===== config.mk =====
export PLATFORM = sky130hd
export DESIGN_NAME = alu_flag_unit
export DESIGN_NICKNAME = d
export VERILOG_FILES = /design/src/rtl/alu_flag_unit.sv
export SDC_FILE = /design/constraint.sdc
export NUM_CORES = 1
export LEC_CHECK = 0
export BUFFER_PORTS_ARGS = -buffer_cell sky130_fd_sc_hd__buf_2
export CAP_MARGIN = 20
export CORE_MARGIN = 2
export CORE_UTILIZATION = 45
export CTS_BUF_LIST = sky130_fd_sc_hd__clkbuf_16
export CTS_CLUSTER_DIAMETER = 100
export CTS_CLUSTER_SIZE = 25
export DETAILED_ROUTE_END_ITERATION = 16
export GPL_TIMING_DRIVEN = 0
export PLACE_DENSITY = 0.7
export SYNTH_ARGS = -nofsm -noshare
export SYNTH_HDL_FRONTEND = slang
export SYNTH_SLANG_ARGS = --single-unit

===== constraint.sdc =====
create_clock -name CLOCK_50 -period 10.4 [get_ports CLOCK_50]
set_clock_uncertainty 0.2 [all_clocks]
set_input_delay 0.52 -clock CLOCK_50 [delete_from_list [all_inputs] [get_ports CLOCK_50]]
set_output_delay 0.52 -clock CLOCK_50 [all_outputs]
set_load 0.01 [all_outputs]

===== src/rtl/alu_flag_unit.sv =====
// alu_flag_unit: NZCV-producing execution stage with single-cycle ops and an iterative shift-add multiplier
module alu_flag_unit #(
   parameter int WIDTH = 16
) (
   input  logic             CLOCK_50,
   input  logic             RESET,
   input  logic             start,
   input  logic [3:0]       op,
   input  logic [WIDTH-1:0] operand_a,
   input  logic [WIDTH-1:0] operand_b,
   input  logic             set_flags,
   input  logic [3:0]       flags_in,
   output logic             busy,
   output logic             done,
   output logic [WIDTH-1:0] result,
   output logic [3:0]       NZCV,
   output logic             CNTRL_update_en
);
   localparam int SW = $clog2(WIDTH);
   localparam logic [SW:0] LAST = (SW+1)'(WIDTH);
   typedef enum logic [1:0] {S_IDLE, S_EXEC, S_MUL, S_DONE} state_t;
   state_t state, state_nx;
   logic [3:0]       op_r, fin_r, nzcv;
   logic [WIDTH-1:0] a_r, b_r, acc, bb, res;
   logic [WIDTH:0]   sum, lsl_w, lsr_w;
   logic signed [WIDTH:0] asr_w;
   logic [SW-1:0]    sh;
   logic [SW:0]      cnt;
   logic             sf_r, is_sub, ci, av, c, v, legal;
   assign busy = state != S_IDLE;
   assign done = state == S_DONE;
   assign CNTRL_update_en = done & sf_r & legal;
   // state register; reset aborts any op in flight
   always_ff @(posedge CLOCK_50)
      state <= RESET ? S_IDLE : state_nx;
   // next-state: EXEC is one cycle, MUL runs WIDTH steps plus a write-back cycle
   always_comb begin
      state_nx = state;
      case (state)
         S_IDLE: if (start) state_nx = (op == 4'd10) ? S_MUL : S_EXEC;
         S_EXEC: state_nx = S_DONE;
         S_MUL:  if (cnt == LAST) state_nx = S_DONE;
         S_DONE: state_nx = S_IDLE;
         default: state_nx = S_IDLE;
      endcase
   end
   // single-cycle datapath; subtraction is a + ~b + carry so C comes out as NOT borrow
   always_comb begin
      is_sub = op_r == 4'd2 || op_r == 4'd3 || op_r == 4'd11;
      bb = is_sub ? ~b_r : b_r;
      ci = (op_r == 4'd1 || op_r == 4'd3) ? fin_r[1] : is_sub;
      sum = {1'b0, a_r} + {1'b0, bb} + {{WIDTH{1'b0}}, ci};
      av = (a_r[WIDTH-1] == bb[WIDTH-1]) && (sum[WIDTH-1] != a_r[WIDTH-1]);
      sh = b_r[SW-1:0];
      lsl_w = {1'b0, a_r} << sh;
      lsr_w = {a_r, 1'b0} >> sh;
      asr_w = $signed({a_r, 1'b0}) >>> sh;
      res = '0;
      c = fin_r[1];
      v = fin_r[0];
      case (op_r)
         4'd0, 4'd1, 4'd2, 4'd3, 4'd11: begin
            res = sum[WIDTH-1:0];
            c = sum[WIDTH];
            v = av;
         end
         4'd4: res = a_r & b_r;
         4'd5: res = a_r | b_r;
         4'd6: res = a_r ^ b_r;
         4'd7: begin
            res = lsl_w[WIDTH-1:0];
            c = (sh != '0) ? lsl_w[WIDTH] : fin_r[1];
         end
         4'd8: begin
            res = lsr_w[WIDTH:1];
            c = (sh != '0) ? lsr_w[0] : fin_r[1];
         end
         4'd9: begin
            res = asr_w[WIDTH:1];
            c = (sh != '0) ? asr_w[0] : fin_r[1];
         end
         4'd12: res = b_r;
         default: res = '0;
      endcase
      legal = op_r <= 4'd12;
      nzcv = legal ? {res[WIDTH-1], res == '0, c, v} : fin_r;
   end
   // operand latch, multiplier iteration and result/flag write-back on entry to DONE
   always_ff @(posedge CLOCK_50) begin
      if (RESET) begin
         op_r <= '0;
         a_r <= '0;
         b_r <= '0;
         fin_r <= '0;
         sf_r <= 1'b0;
         acc <= '0;
         cnt <= '0;
         result <= '0;
         NZCV <= '0;
      end else begin
         case (state)
            S_IDLE: if (start) begin
               op_r <= op;
               a_r <= operand_a;
               b_r <= operand_b;
               fin_r <= flags_in;
               sf_r <= set_flags;
               acc <= '0;
               cnt <= '0;
            end
            S_EXEC: begin
               result <= res;
               NZCV <= nzcv;
            end
            S_MUL: if (cnt == LAST) begin
               result <= acc;
               NZCV <= {acc[WIDTH-1], acc == '0, fin_r[1:0]};
            end else begin
               acc <= acc + (b_r[0] ? a_r : '0);
               a_r <= a_r << 1;
               b_r <= b_r >> 1;
               cnt <= cnt + 1'b1;
            end
            default: ;
         endcase
      end
   end
endmodule


==> summary.txt, run 1 <==
STA
  • Final worst-path cycle share: 0.5912
  • Peak Freq: 0.1627 GHz
  • Final hold vios: 0
  • Slew at the pin closest to its max-slew limit: 1.072 ns
  • Count of pins over their slew limit: 0
  • Final number of setup-violating endpoints: 0
  • Fin Setup TNS: 0 ns
  • Final Critical Period: 6.148 ns
  • RSZ-0062 raised after global routing: no
  • Max_slew headroom: 0.2854

CTS
  • Num CTS Buffers: 9
  • Post-CTS Setup Bufs: 0
  • Resized cells post-CTS: 0
  • CTS Hold Bufs: 0
  • Sink Count: 84
  • CTS max path bufs: 2
  • Clock root buffer: clkbuf_16
  • CTS tree: yes
  • Htree depth: 3
  • Clk Latency, worst-skew pair: 0.36 ns
  • Clk slew on worst S/H paths: 0.07 ns

Pwr
  • Pwr/cell area: 325.9 nW/um2
  • Total power: 3.065 mW
  • Static leakage: 3.683 nW
  • Peak VDD IR: 0.1637 mV

Yosys
  • Most used DFF post-synth: dfxtp_1
  • Area share of the largest cell type after synthesis: 0.1991
  • Post-Syn Nets: 1176
  • Cells after Synth: 1060
  • Dominant cells by area after synthesis: dfxtp_1 20%, ha_1 10%, mux4_2 8.0%, mux2i_1 5.2%, a21oi_1 5.1%
  • Mapped cell area: 8448 um2
  • Sequential fraction of the synthesis area: 0.1991
  • Asr flop ratio synth: 0
  • Synth Warn #: 0
  • Number of library cell types mapped by synthesis: 84
  • Synth area leader: dfxtp_1
  • EDFF count, synth: 0
  • Synthesized area per cell: 7.970 um2
  • #FFs+latches synth: 84

Route
  • Post-DRT Antenna Nets: 0
  • Vias/cell: 6.589
  • Vias: 9067
  • Routed wire per std cell: 26.02 um
  • Starting DRT DRC Count: 981
  • Post-Route WL: 35800 um
  • Number of detailed-route iterations in the first pass: 9
  • Remaining DRCs: 0

Floorplan
  • Die Width: 141.0 um
  • Die Y: 141.0 um
  • Die Area: 19890 um2
  • Core area: 18580 um2
  • Boundary pin count: 67
  • # rows: 50
  • Initial Util: 0.4547

Setup path
  • Worst EP arrival: 6.20 ns
  • Maximum fanout along the worst path: 10
  • Worst EP required: 10.45 ns
  • Kind of critical path: reg -> reg
  • Worst Setup End Kind: register
  • Startpoint Class: register

Layout
  • Final nets: 1254
  • Share of cells above drive strength 1: 0.1278
  • Antenna cells: 0
  • Area grow syn2layout: 11.32%

Worst hold path
  • Hold crit path type: in -> reg

Global routing
  • Total GRT Usage: 0.3624
  • Initial antenna violation count: 0
  • Number of global-route vias before repair: 8464
  • Grt total ovfl: 0
  • Largest net degree at the start of global routing: 15
  • First-pass GRT wire length: 53670 um

Place
  • DPL Wire Length: 27570 um
  • RePlAce Congestion: 1.031
  • Buffers on Ports: 66

Job
  • MaxCap Viol Count: 0

Status
  • Outcome: finished clean
## layer usage
metal / GRT usage / wire length (um) / vias to the layer above
met5: 0 / 0 / -
li1: - / - / 4085
met2: 0.5456 / 15370 / 541
met1: 0.4831 / 14760 / 4326
met4: 0.2042 / 2205 / 0
met3: 0.07711 / 3460 / 115
## synthesized netlist by cell type (11+ instances only)
library cell / instances
inv_1: 48
a211oi_1: 36
xnor2_1: 27
mux2i_1: 44
nor3_1: 29
buf_2: 13
nand2b_1: 18
o211ai_1: 22
dfxtp_1: 84
a31oi_1: 11
a21oi_1: 86
ha_1: 69
clkbuf_1: 65
mux4_2: 30
a22oi_1: 18
nand2_1: 99
nor2_1: 107
o21ai_0: 18
nand3_1: 34
## per-stage QoR
stage	utilization	area (um2)	std cells	hold WS [ns]	worst slack (ns)
floorplan	-	8448	1060	0.2319	5.659
global placement	0.4882	9071	1360	0.2411	4.468
detailed placement	0.4892	9090	1361	0.2414	4.481
CTS	0.5061	9404	1376	0.1953	4.430
global route	0.5061	9404	1376	0.2060	3.990
finish	0.5061	9404	1376	0.1958	4.252
## final timing paths
path | cells past startpoint | start | to | slack [ns]
hold reg to reg | 2 | result[8] | result[8] | 0.25
setup / recovery | 15 | op_r[2] | NZCV[2] | 4.25
hold / removal | 3 | set_flags | sf_r | 0.20
setup reg to reg | 15 | op_r[2] | NZCV[2] | 4.25
## report_power, final
part | leakage [nW] | total (mW) | internal [mW] | switching, mW
Sequential | 0.687 | 0.562 | 0.419 | 0.143
Combinational | 2.85 | 2.14 | 0.755 | 1.38
Clock | 0.150 | 0.365 | 0.210 | 0.155
Total | 3.68 | 3.06 | 1.38 | 1.68
## critical path: stages (launching register included)
cell	delay, ns
dfxtp_1	0.41
clkbuf_1	0.27
clkbuf_1	0.33
a21oi_1	0.63
nand2_1	0.47
xnor2_1	0.26
fa_1	0.52
fa_1	0.48
a211oi_2	0.29
o21ai_1	0.15
a2111o_1	0.44
a31oi_1	0.33
nor4b_1	0.08
or4_1	0.56
or3_1	0.41
o41ai_2	0.22
## layout make-up
cell class | count | area (um2)
clock inverter | 6 | 88.84
buffer | 90 | 389.1
multi-input combinational | 836 | 6201
tap | 234 | 292.8
fill | 1826 | 9176
clock buffer | 9 | 225.2
sequential | 84 | 1682
inverter | 50 | 187.7
timing repair buffer | 67 | 337.8
## sequential cells by signal, summed over array words and instances (netlist names)
signal  count
NZCV        4
a_r        16
acc        16
b_r        16
cnt         5
fin_r       4
op_r        4
result     16
sf_r        1
state       2
## layout by cell type, fill, tap and decap left out, drive strengths merged, types with 21 or more instances in the layout
| cell type | n |
|---|---|
| a211oi | 37 |
| a21oi | 86 |
| buf | 92 |
| clkbuf | 74 |
| dfxtp | 84 |
| ha | 69 |
| inv | 49 |
| mux2i | 44 |
| mux4 | 32 |
| nand2 | 99 |
| nand3 | 34 |
| nor2 | 107 |
| nor3 | 29 |
| o211ai | 23 |
| o21ai | 21 |
| xnor2 | 27 |
## logic make-up (layout without fill, tap and decap cells)
group	Yosys count	in the layout	share of synthesized area
AO/OA/AOI/OAI	288	288	0.2380
XOR/XNOR	37	37	0.03836
adder cells (fa/ha/maj)	72	72	0.1093
buffers and inverters	140	222	0.06828
flip-flops	84	84	0.1991
multiplexers	78	78	0.1410
AND/OR/NAND/NOR	361	361	0.2060
(Power assumes the default switching activity.)
==> inputs of run 2 (changes only) <==
ABC_AREA = 1   (was default)
clock period = 5.7 ns   (was 10.4 ns; I/O delays follow)
==> summary.txt, run 2 <==
Global routing
  • Largest net degree at the start of global routing: 15 (unchanged)
  • Number of global-route vias before repair: 8702 (+2.8%)
  • Initial antenna violation count: 0 (unchanged)
  • Total GRT Usage: 0.3417 (-0.02070)
  • Grt total ovfl: 0 (unchanged)
  • First-pass GRT wire length: 48850 um (-9.0%)

CTS
  • Num CTS Buffers: 9 (unchanged)
  • Htree depth: 3 (unchanged)
  • CTS tree: yes
  • Clk Latency, worst-skew pair: 0.35 ns (about the same)
  • Sink Count: 84 (unchanged)
  • CTS max path bufs: 2 (unchanged)
  • Clock root buffer: clkbuf_16
  • Resized cells post-CTS: 0 (unchanged)
  • Clk slew on worst S/H paths: 0.07 ns (about the same)

Route
  • Remaining DRCs: 0 (unchanged)
  • Vias: 9666 (+6.6%)
  • Starting DRT DRC Count: 1033 (+5.3%)
  • Met1 Wirelength: 14120 um (-4.3%)
  • Number of detailed-route iterations in the first pass: 6 (-3)
  • Vias/cell: 5.757 (-13%)
  • DR top layer: met4
  • Post-DRT Antenna Nets: 0 (unchanged)
  • Met2 WL: 13630 um (-11%)
  • Routed wire per std cell: 19.01 um (-27%)
  • WL met3: 2842 um (-18%)
  • Post-Route WL: 31920 um (-11%)

Pwr
  • Total power: 5.343 mW (+74%)
  • Static leakage: 4.482 nW (+22%)
  • Pwr/cell area: 595.3 nW/um2 (+83%)
  • Peak VDD IR: 0.3223 mV (+97%)

STA
  • Slew at the pin closest to its max-slew limit: 0.8900 ns (-0.1819 ns)
  • Count of pins over their slew limit: 0 (unchanged)
  • Final hold vios: 0 (unchanged)
  • Fin Setup TNS: 0 ns (unchanged)
  • Hold WS: 0.005476 ns (-0.1903 ns)
  • Final worst-path cycle share: 0.9310 (+0.3399)
  • Max_slew headroom: 0.4045 (+0.1191)
  • Setup ws final: 0.3931 ns (-3.859 ns)
  • RSZ-0062 raised after global routing: no
  • Final number of setup-violating endpoints: 0 (unchanged)
  • Final Critical Period: 5.307 ns (-0.8411 ns)
  • Peak Freq: 0.1884 GHz (+16%)

Layout
  • Antenna cells: 0 (unchanged)
  • Area of the multi-input gates: 5602 um2 (-9.7%)
  • Share of cells above drive strength 1: 0.08047 (-0.04738)
  • Area grow syn2layout: 11.24% (about the same)
  • Filler cells: 1899 (+4.0%)
  • Register area: 1682 um2 (unchanged)
  • Final nets: 1566 (+25%)
  • Most frequent cells in the layout: 403 x nand2_1, 149 x nand3_1, 136 x a21oi_1
  • Post-layout util: 0.5153 (+0.009174)
  • Final Non-Filler Cells: 1679 (+22%)
  • Design Area, Final: 8975 um2 (-4.6%)
  • Most common cell after layout, fill and taps aside: nand2_1

Floorplan
  • # rows: 48 (-4.0%)
  • Die Y: 137.9 um (-2.2%)
  • Initial Util: 0.4632 (+0.008538)
  • Die Area: 19020 um2 (-4.4%)
  • Die Width: 137.9 um (-2.2%)
  • Core area: 17420 um2 (-6.3%)
  • Boundary pin count: 67 (unchanged)

Yosys
  • Post-Syn Nets: 1486 (+26%)
  • Top cells by count, synth: 403 x nand2_1, 149 x nand3_1, 136 x a21oi_1
  • Sequential fraction of the synthesis area: 0.2084 (+0.009385)
  • EDFF count, synth: 0 (unchanged)
  • Synthesized area per cell: 5.889 um2 (-26%)
  • Asr flop ratio synth: 0 (unchanged)
  • Number of library cell types mapped by synthesis: 41 (-51%)
  • Mapped cell area: 8068 um2 (-4.5%)
  • #FFs+latches synth: 84 (unchanged)
  • Most frequent cell after synthesis: nand2_1
  • Most used DFF post-synth: dfxtp_1
  • Dominant cells by area after synthesis: dfxtp_1 21%, nand2_1 19%, ha_1 11%, nand3_1 9.2%, a21oi_1 8.4%
  • Synth Warn #: 0 (unchanged)
  • Cells after Synth: 1370 (+29%)
  • Synth area leader: dfxtp_1
  • Area share of the largest cell type after synthesis: 0.2084 (+0.009385)

Place
  • Pre-CTS setup slack: 0.5921 ns (-3.889 ns)
  • Buffers on Ports: 66 (unchanged)
  • RePlAce Congestion: 1.032 (about the same)
  • Area of placed instances: 8680 um2 (-4.5%)
  • DPL Wire Length: 25650 um (-7.0%)
  • Post-Place Cells: 1661 (+22%)

Job
  • MaxCap Viol Count: 0 (unchanged)

Setup path
  • Worst EP required: 5.78 ns (-4.67 ns)
  • Kind of critical path: reg -> reg
  • Worst R2R End: NZCV[2]
  • R2r setup slk: 0.39 ns (-3.86 ns)
  • Startpoint Class: register
  • Critical path destination: NZCV[2]
  • Worst Setup End Kind: register
  • Reg-to-reg startpoint: op_r[0]
  • R2R depth: 24 (+9)
  • Maximum fanout along the worst path: 10 (unchanged)
  • Worst EP arrival: 5.39 ns (-0.81 ns)
  • Worst Setup SP: op_r[0]

Status
  • Outcome: finished clean

Worst hold path
  • Hold crit path type: in -> reg
-- run 2: cell type report --
cell class / count / share of cell area
clock inverters: 6 / 0.004461
clock buffers: 9 / 0.02509
multi-input cells: 1089 / 0.6241
flip-flops and latches: 84 / 0.1874
repair buffers: 69 / 0.04015
well taps: 225 / 0.03137
inverters: 140 / 0.05855
plain buffers: 57 / 0.02886
-- run 2: worst min-delay path by stage --
| stage | start | to | depth (start not counted) | slack, ns |
|---|---|---|---|---|
| 4_1_cts | operand_a[5] | a_r[5] | 3 | 0.004 |
| 6_report | operand_a[5] | a_r[5] | 3 | 0.005 |
| 2_1_floorplan | operand_a[0] | a_r[0] | 2 | 0.23 |
| 5_1_grt | operand_a[6] | a_r[6] | 3 | 0.007 |
| 3_5_place_dp | result[12] | result[12] | 2 | 0.25 |
| 3_3_place_gp | result[8] | result[8] | 2 | 0.25 |
-- run 2: metal layers --
layer,up-vias,global-route usage
met5,-,0
met1,4425,0.4798
met3,80,0.05592
met4,0,0.1332
li1,4684,-
met2,477,0.5220
-- run 2: where the power goes --
group | internal, mW | leakage [nW] | switching (mW)
logic | 1.11 | 3.67 | 2.62
registers | 0.796 | 0.689 | 0.269
clock network | 0.293 | 0.127 | 0.256
-- run 2: timing repair --
item,4_1_cts,5_1_grt
hold buffers,3,0
hold endpoints to repair,3,0
setup buffers,0,0
-- run 2: kinds of logic (layout without fill, tap and decap cells) --
| family | count (synthesis) | after routing | share of synthesized area |
|---|---|---|---|
| xor+xnor | 19 | 19 | 0.02063 |
| compound gates | 296 | 296 | 0.1951 |
| buf+inv | 197 | 281 | 0.09724 |
| fa+ha+maj | 72 | 72 | 0.1145 |
| flops | 84 | 84 | 0.2084 |
| simple gates | 702 | 702 | 0.3641 |
-- run 2: worst max-delay path, cell delays in order (launching register included) --
cell and delay [ns]:
dfxtp_1 0.47, nand2_1 0.15, a21oi_1 0.60, buf_2 0.36
nand2_1 0.33, buf_2 0.34, a21oi_1 0.25, fa_1 0.36
fa_1 0.23, nand2_1 0.08, a21oi_1 0.47, nand2_1 0.14
nand2_1 0.13, nand3_1 0.07, nand2_1 0.12, nand2_1 0.08
nand2_1 0.06, nor2_1 0.05, nor2_1 0.25, nand2_1 0.08
nor2_1 0.11, nand2_1 0.07, nand2_1 0.06, nand2_1 0.06
a21oi_2 0.11
==> inputs of run 3 (changes only) <==
HOLD_SLACK_MARGIN = 0.03   (was default)
==> summary.txt, run 3 (synthesis gave the netlist of run 2 again) <==
CTS
  • CTS tree: yes
  • Clock root buffer: clkbuf_16
  • Resized cells post-CTS: 0 (unchanged)
  • Htree depth: 3 (unchanged)
  • Clk slew on worst S/H paths: 0.06 ns (about the same)
  • Sink Count: 84 (unchanged)
  • CTS max path bufs: 2 (unchanged)
  • CTS Hold Bufs: 13 (+10)
  • Num CTS Buffers: 9 (unchanged)
  • Clk Latency, worst-skew pair: 0.35 ns (about the same)
  • Post-CTS Setup Bufs: 0 (unchanged)

Global routing
  • Initial antenna violation count: 0 (unchanged)
  • Grt total ovfl: 0 (unchanged)
  • First-pass GRT wire length: 49130 um (+0.58%)
  • Total GRT Usage: 0.3436 (+0.001929)
  • Largest net degree at the start of global routing: 15 (unchanged)
  • Number of global-route vias before repair: 8759 (+0.66%)

Setup path
  • CP most frequent cell: nand2_1
  • Kind of critical path: reg -> reg
  • Startpoint Class: register
  • Worst path slowest cell: a21oi_1
  • CP peak stage delay: 0.62 ns (+0.02 ns)
  • Worst Setup End Kind: register
  • Cell Chain, Critical Path: nand2_1 -> a21oi_1 -> buf_2 -> nand2_1 -> buf_2 -> a21oi_1 -> fa_1 -> fa_1 -> nand2_1 -> a21oi_1 -> nand2_1 -> nand2_1 -> nand3_1 -> nand2_1 -> nand2_1 -> nand2_1 -> nor2_1 -> nor2_1 -> nand2_1 -> nor2_1 -> nand2_1 -> nand2_1 -> nand2_1 -> a21oi_2
  • Maximum fanout along the worst path: 10 (unchanged)
  • Worst EP required: 5.78 ns (about the same)
  • Worst EP arrival: 5.42 ns (+0.03 ns)

Layout
  • Register area: 1682 um2 (unchanged)
  • Share of cells above drive strength 1: 0.07992 (-0.0005496)
  • Final Non-Filler Cells: 1689 (+0.60%)
  • Area grow syn2layout: 12.48%
  • Filler cells: 1893 (-0.32%)
  • Most frequent cells in the layout: 403 x nand2_1, 149 x nand3_1, 136 x a21oi_1
  • Most common cell after layout, fill and taps aside: nand2_1
  • Antenna cells: 0 (unchanged)
  • Area of the multi-input gates: 5602 um2 (unchanged)
  • Final nets: 1576 (+0.64%)

Route
  • Routed wire per std cell: 19.08 um (+0.35%)
  • Remaining DRCs: 0 (unchanged)
  • Number of detailed-route iterations in the first pass: 6 (unchanged)
  • Vias: 9709 (+0.44%)
  • Vias/cell: 5.748 (-0.15%)
  • Post-Route WL: 32220 um (+0.95%)
  • Starting DRT DRC Count: 1123 (+8.7%)
  • Post-DRT Antenna Nets: 0 (unchanged)

Place
  • RePlAce Congestion: 1.032 (unchanged)
  • DPL Wire Length: 25650 um (unchanged)
  • Post-Place Cells: 1661 (unchanged)
  • Buffers on Ports: 66 (unchanged)

STA
  • Final Critical Period: 5.340 ns (+0.03259 ns)
  • Max_slew headroom: 0.4084 (+0.003980)
  • Fin Setup TNS: 0 ns (unchanged)
  • Slew at the pin closest to its max-slew limit: 0.8841 ns (-0.005948 ns)
  • Hold WS: 0.02593 ns (+0.02046 ns)
  • Final number of setup-violating endpoints: 0 (unchanged)
  • Final hold vios: 0 (unchanged)
  • Final worst-path cycle share: 0.9368 (+0.005718)
  • Count of pins over their slew limit: 0 (unchanged)
  • Peak Freq: 0.1873 GHz (-0.61%)
  • RSZ-0062 raised after global routing: no

Floorplan
  • Initial Util: 0.4632 (unchanged)
  • Die Width: 137.9 um (unchanged)
  • # rows: 48 (unchanged)
  • Boundary pin count: 67 (unchanged)
  • Die Area: 19020 um2 (unchanged)
  • Core area: 17420 um2 (unchanged)
  • Die Y: 137.9 um (unchanged)

Status
  • Outcome: finished clean

Pwr
  • Static leakage: 4.523 nW (+0.93%)
  • Total power: 5.350 mW (+0.14%)
  • Pwr/cell area: 589.6 nW/um2 (-0.96%)
  • Peak VDD IR: 0.3241 mV (+0.56%)

Worst hold path
  • Hold crit path type: in -> reg

Job
  • MaxCap Viol Count: 0 (unchanged)
run 3: cell types whose count changed in the layout (fill, tap and decap cells not counted), sizes merged:
cell and change:
dlygate4sd3 +10
run 3: through the flow:
| stage | instance area, um2 | utilization | worst slack [ns] |
|---|---|---|---|
| 5_1_grt | 9075 | 0.5210 | 0.06729 |
| 6_report | 9075 | 0.5210 | 0.3605 |
| 2_1_floorplan | 8068 | - | 1.891 |
| 3_3_place_gp | 8680 | 0.4983 | 0.6047 |
| 3_5_place_dp | 8680 | 0.4983 | 0.5921 |
| 4_1_cts | 9075 | 0.5210 | 0.5564 |
run 3: final timing paths:
kind | start | to | slack, ns | depth (start not counted)
setup / recovery | op_r[0] | NZCV[2] | 0.36 | 24
hold / removal | flags_in[2] | fin_r[2] | 0.03 | 3
setup reg to reg | op_r[0] | NZCV[2] | 0.36 | 24
hold reg to reg | result[9] | result[9] | 0.27 | 2
run 3: area by class of cell:
class                           count  area share
Multi-Input combinational cell   1089      0.6173
Tap cell                          225     0.03102
Clock buffer                        9     0.02482
Sequential cell                    84      0.1853
Buffer                             57     0.02854
Timing Repair Buffer               79     0.05074
Clock inverter                      6    0.004412
Inverter                          140     0.05791
run 3: routing by layer:
| layer | track usage | share of wire |
|---|---|---|
| met1 | 0.4814 | 0.43 |
| met2 | 0.5270 | 0.43 |
| met3 | 0.05592 | 0.095 |
| met4 | 0.1332 | 0.040 |
| met5 | 0 | 0 |
run 3: worst max-delay path, delay by kind of cell, from the launching register on:
kind                     cells  cell delay (ns)
buffers and inverters        2             0.70
AO/OA/AOI/OAI                4             1.47
flip-flops                   1             0.46
adder cells (fa/ha/maj)      2             0.60
AND/OR/NAND/NOR             16             1.83
run 3: report_power, final:
part	switching (mW)	leakage, nW	internal [mW]	total [mW]
registers	0.271	0.689	0.796	1.07
logic	2.62	3.71	1.11	3.73
clock network	0.259	0.127	0.293	0.553
total	3.15	4.52	2.20	5.35
